<file path="config.mk">
export PLATFORM = sky130hd
export DESIGN_NAME = sweep_trig_ctrl
export DESIGN_NICKNAME = d
export VERILOG_FILES = /design/src/rtl/prf_sweep_pkg.sv /design/src/rtl/sweep_pulse_timer.sv /design/src/rtl/sweep_trig_ctrl.sv
export SDC_FILE = /design/constraint.sdc
export NUM_CORES = 1
export LEC_CHECK = 0
export CAP_MARGIN = 20
export CORE_MARGIN = 10
export CORE_UTILIZATION = 53
export DETAILED_ROUTE_END_ITERATION = 12
export PLACE_DENSITY = 0.86
export SLEW_MARGIN = 10
export SYNTH_ARGS = -nofsm -noshare
export SYNTH_HDL_FRONTEND = slang
export SYNTH_SLANG_ARGS = --single-unit
</file>
<file path="constraint.sdc">
create_clock -name clk -period 6.2 [get_ports clk]
set_input_delay 1.24 -clock clk [delete_from_list [all_inputs] [get_ports clk]]
set_output_delay 1.24 -clock clk [all_outputs]
set_load 0.1 [all_outputs]
</file>
<file path="src/rtl/prf_sweep_pkg.sv">
// Shared state encoding, edge codes and saturating increment for the PRF sweep control path.
// Pure declarations: no latency, no backpressure.
package prf_sweep_pkg;

   typedef enum logic [2:0] {
      ST_IDLE,
      ST_ARMED,
      ST_UPD,
      ST_RAMP,
      ST_HOLD
   } sweep_state_t;

   localparam logic [1:0] EDGE_RISE = 2'b01;
   localparam logic [1:0] EDGE_FALL = 2'b10;

   // Value is w bits wide, zero-extended; sticks at all-ones of that width.
   function automatic logic [31:0] sat_inc(input logic [31:0] v, input int unsigned w);
      logic [31:0] top;
      top = (w >= 32) ? 32'hFFFF_FFFF : ((32'd1 << w) - 32'd1);
      return (v == top) ? v : v + 32'd1;
   endfunction

endpackage

</file>
<file path="src/rtl/sweep_pulse_timer.sv">
// Loadable down-counter; done is high in the last cycle of a loaded width of N cycles.
// Latency: load at edge k -> done seen at edge k+N; no backpressure, a new load restarts it.
module sweep_pulse_timer #(
   parameter int W = 4
) (
   input  logic         clk,
   input  logic         rst,
   input  logic         clr,
   input  logic         load,
   input  logic [W-1:0] load_val,
   output logic         done
);

   logic [W-1:0] cnt;

   always_ff @(posedge clk) begin
      if (!rst || clr) begin
         cnt <= '0;
      end else if (load) begin
         cnt <= load_val;
      end else if (cnt != '0) begin
         cnt <= cnt - W'(1);
      end
   end

   assign done = (cnt == W'(1));

endmodule

</file>
<file path="src/rtl/sweep_trig_ctrl.sv">
// PRF/TR edge pairs -> DDS IO_UPDATE, ramp direction and hold; option SWEEP_CT_GATE_EN gates triggers on ct.
// Latency: PRF rise sampled at edge n -> io_update from edge n+1; no backpressure, busy triggers dropped as overlap.
module sweep_trig_ctrl
   import prf_sweep_pkg::*;
#(
   parameter int IO_UPD_CYC = 4,
   parameter int HOLD_CYC   = 2,
   parameter int CNT_W      = 16
) (
   input  logic             clk,
   input  logic             rst,
   input  logic             enable,
   input  logic [1:0]       prf_edge,
   input  logic [1:0]       tr_edge,
   input  logic             ct,
   input  logic [CNT_W-1:0] frame_len,
   input  logic             alt_dir,
   output logic             dds_io_update,
   output logic             dds_drctl,
   output logic             dds_drhold,
   output logic             frame_start,
   output logic [CNT_W-1:0] pulse_index,
   output logic [CNT_W-1:0] trig_cnt,
   output logic [CNT_W-1:0] ct_skip_cnt,
   output logic             overlap_err
);

   localparam int UPD_W  = $clog2(IO_UPD_CYC + 1);
   localparam int HOLD_W = $clog2(HOLD_CYC + 1);

   sweep_state_t     state;
   logic             prf_rise, tr_fall, ct_block;
   logic             upd_load, hold_load, upd_done, hold_done;
   logic [CNT_W-1:0] last_idx;

   assign prf_rise = (prf_edge == EDGE_RISE);
   assign tr_fall  = (tr_edge == EDGE_FALL);

`ifdef SWEEP_CT_GATE_EN
   assign ct_block = ct;
`else
   logic unused_ct;
   assign unused_ct = ct;
   assign ct_block  = 1'b0;
`endif

   // frame_len of 0 behaves as a one-pulse frame.
   assign last_idx  = (frame_len == '0) ? '0 : frame_len - CNT_W'(1);

   assign upd_load  = enable && (state == ST_ARMED) && prf_rise && !ct_block;
   assign hold_load = enable && (state == ST_RAMP) && tr_fall;

   sweep_pulse_timer #(.W(UPD_W)) u_upd_timer (
      .clk      (clk),
      .rst      (rst),
      .clr      (!enable),
      .load     (upd_load),
      .load_val (UPD_W'(IO_UPD_CYC)),
      .done     (upd_done)
   );

   sweep_pulse_timer #(.W(HOLD_W)) u_hold_timer (
      .clk      (clk),
      .rst      (rst),
      .clr      (!enable),
      .load     (hold_load),
      .load_val (HOLD_W'(HOLD_CYC)),
      .done     (hold_done)
   );

   always_ff @(posedge clk) begin
      if (!rst || !enable) begin
         state         <= ST_IDLE;
         dds_io_update <= 1'b0;
         dds_drctl     <= 1'b0;
         dds_drhold    <= 1'b0;
         frame_start   <= 1'b0;
         pulse_index   <= '0;
         trig_cnt      <= '0;
         ct_skip_cnt   <= '0;
         overlap_err   <= 1'b0;
      end else begin
         frame_start <= 1'b0;
         if (prf_rise && (state inside {ST_UPD, ST_RAMP, ST_HOLD})) begin
            overlap_err <= 1'b1;
         end
         case (state)
            ST_IDLE: state <= ST_ARMED;
            ST_ARMED: begin
               if (prf_rise) begin
                  if (ct_block) begin
                     ct_skip_cnt <= CNT_W'(sat_inc(32'(ct_skip_cnt), CNT_W));
                  end else begin
                     state         <= ST_UPD;
                     dds_io_update <= 1'b1;
                     dds_drctl     <= alt_dir ? ~pulse_index[0] : 1'b1;
                     frame_start   <= (pulse_index == '0);
                     trig_cnt      <= CNT_W'(sat_inc(32'(trig_cnt), CNT_W));
                  end
               end
            end
            ST_UPD: begin
               if (upd_done) begin
                  state         <= ST_RAMP;
                  dds_io_update <= 1'b0;
               end
            end
            ST_RAMP: begin
               if (tr_fall) begin
                  state      <= ST_HOLD;
                  dds_drhold <= 1'b1;
               end
            end
            ST_HOLD: begin
               if (hold_done) begin
                  state       <= ST_ARMED;
                  dds_drhold  <= 1'b0;
                  dds_drctl   <= 1'b0;
                  pulse_index <= (pulse_index >= last_idx) ? '0 : pulse_index + CNT_W'(1);
               end
            end
            default: state <= ST_IDLE;
         endcase
      end
   end

endmodule

</file>
==> reports/results.ini <==
[synth]
synth.area.top_cells=dfxtp_1 (30%), ha_1 (10%), nor2_1 (7.1%)
synth.most_common_cell=nor2_1
ys_seq_elements=45
yosysTopAreaCell=dfxtp_1
yosysSeqAreaShare_pct=30.3
synth_top_area_share_pct=30.3
yosys-top-cells-count=nor2_1 (56), dfxtp_1 (45), nand2_1 (37)
synth_cells=370
syn_area_sq_um=2970
synth_ff_type=dfxtp_1
async_reset_ff_share_pct=0
synth_edf_count=0
yosysWarnings=0
ys_types=45
avgSynthCellArea_sq_um=8.02

[worst_setup_path]
critPathBufInv=1
reg2reg_depth=5
cp.required_ps=6360
cp_max_fo=16
path_cells=clkdlybuf4s50_1 -> or4_4 -> or4_4 -> or4_4 -> nor3_2 -> a21oi_1 -> ha_1 -> and4_1 -> nand2_1 -> o41a_1 -> a31oi_2 -> nor2_1
start_kind=input port
worstSetupEndpointType=flip-flop
reg2reg_from=state[2]$_SDFFE_PP0P_
critical_path_arrival_ps=5160
worstReg2RegEnd=pulse_index[9]$_SDFFE_PP0P_
slowest_delay_ps=670
reg2reg_setup_slack_ps=3780
cp_slowest_cell=a31oi_2
critPathKind=in2reg
crit_top_cell=or4_4
critical-path-top-delay-family=simple AND/OR/NAND/NOR gates

[global_route]
grt_max_degree=30
antenna_found_initial=0
grt_pass1_wl_um=11700
overflow=0
gr-usage-all-layers_pct=15.7
grt_pass1_vias=2604

[place]
gp_congestion=0.862
dp_hpwl_um=5840
port_buffers=60
post-place-ws_ps=879
place_inst=490
postPlaceCellArea_sq_um=3550

[sta]
fmax_mhz=200
rsz0062_at_grt=false
fin_crit_ps=5000
hold_viol_final=0
layout_setup_ws_ps=1200
slew_headroom_pct=30.8
worst_slew_pin_slew_ps=1030
setup_viol=0
fin_tns_setup_ps=0
post-route-period-util_pct=80.6
slew_viol_final=0
fin_skew_ps=6.69

[clock_tree]
numCtsBuffers=5
clkTransAtPathRegs_ps=80
htreeDepth=2
postCtsHoldBufs=0
clock_tree.root_cell=clkbuf_8
cts_setup_buffers=0
ctsResizeCount=0
tritoncts=done
clk_latency_ps=300
cts_sinks=45
cts_buffer_depth=2

[flow_run]
drv_cap=0

[layout]
fin_util_pct=66.8
design_area_sq_um=3660
layout.cells.non_filler=497
layout.nets=474
drive_gt1_share_pct=3.76
n_antenna_cell=0
synthToLayoutAreaGrowth_pct=23.1

[floorplan]
die_area_sq_um=9000
core-area_sq_um=5470
die_w_um=94.8
row_count=27
die_y_um=94.8
ioPinCount=78
start_util_pct=54.3

[min_path]
hp-class=reg2reg
hold-path-cell-count=2
holdPathEnd=overlap_err$_SDFFE_PP0P_
min_from=overlap_err$_SDFFE_PP0P_

[pwr]
p_leak_nw=1.37
power_per_cell_area_nw_per_um2=166
peakVddDrop_mv=0.122

[detailed_routing]
route.detailed.drc=0
drt_wl_total_um=7270
routed_via_density=5.52
drtIter0Drc=130
wl_per_cell_um=14.6
first_pass_iters=4
num_vias=2744
postRouteAntennaNets=0

[status]
outcome=finished, final reports clean

placed cells by master (no fill, tap or decap), types with 3 or more instances in the layout:
cell type and count:
a21oi_1 13, a31oi_1 3, and3_1 3, and4_1 7
clkbuf_8 5, clkdlybuf4s50_1 60, conb_1 16, dfxtp_1 45
ha_1 24, inv_1 13, nand2_1 37, nand2b_1 4
nand3_1 9, nand4_1 17, nor2_1 56, nor2b_1 5
nor3_1 13, nor4_1 11, o21a_1 3, o21ai_0 5
or4_1 4, or4_4 4, xnor2_1 17, xor2_1 23
flip-flops by register name, indices dropped and copies added (netlist names):
signal	count
frame_start	1
u_hold_timer.cnt	2
dds_drhold	1
pulse_index	16
dds_io_update	1
trig_cnt	16
overlap_err	1
dds_drctl	1
u_upd_timer.cnt	3
state	3
layer usage:
| layer | track usage (%) | part of all wire (%) | up-vias |
|---|---|---|---|
| li1 | - | - | 1383 |
| met1 | 17.0 | 41 | 1259 |
| met2 | 28.8 | 50 | 96 |
| met3 | 4.52 | 8.3 | 6 |
| met4 | 4.49 | 0.99 | 0 |
| met5 | 0 | 0 | - |
report_power, final:
part / internal [W] / switching (W) / total (W)
combinational: 0.0000283 / 0.0000731 / 0.000101
clock: 0.000117 / 0.0000980 / 0.000215
sequential: 0.000290 / 0.00000183 / 0.000292
total: 0.000436 / 0.000173 / 0.000609
cell families (layout without fill, tap and decap cells):
group                      after synthesis  count (layout)  synth area share (%)
xor gates and xnor gates                40              40                  11.8
buffers and inverters                   41              81                  7.42
muxes                                    2               2                 0.674
adders and majority gates               24              24                  10.1
AOI/OAI and AO/OA                       37              37                  8.26
DFF                                     45              45                  30.3
other                                    1              16                 0.126
and+or+nand+nor                        180             180                  31.3
per-stage QoR:
step | power [W] | hold WS, ps
final | 0.000609 | 470
after global routing | 0.000628 | 507
after CTS | 0.000612 | 474
after detailed placement | 0.000400 | 456
after global placement | 0.000397 | 455
after floorplan | 0.000381 | 438
final cells by class:
class / instances / area (sq um)
clock inverters: 2 / 35.0
repair buffers: 61 / 608
well taps: 72 / 90.1
flip-flops and latches: 45 / 901
inverters: 13 / 48.8
multi-input cells: 299 / 1900
fillers: 491 / 1820
clock buffers: 5 / 68.8
worst max path at each step:
stage	startpoint	to	slack [ps]	cells past startpoint
6_report	frame_len[9]	pulse_index[9]$_SDFFE_PP0P_	1200	12
3_5_place_dp	frame_len[9]	pulse_index[9]$_SDFFE_PP0P_	880	12
3_3_place_gp	frame_len[9]	pulse_index[0]$_SDFFE_PP0P_	960	12
4_1_cts	frame_len[5]	pulse_index[9]$_SDFFE_PP0P_	1190	12
2_1_floorplan	frame_len[9]	pulse_index[9]$_SDFFE_PP0P_	1750	12
5_1_grt	frame_len[4]	pulse_index[9]$_SDFFE_PP0P_	990	12
worst reg2reg max path, delay by kind of cell (launching register included):
family	cells	cell delay, ps
AOI/OAI and AO/OA	1	660
and+or+nand+nor	4	1150
DFF	1	460
Note: power is estimated with default switching activity, not from simulation.
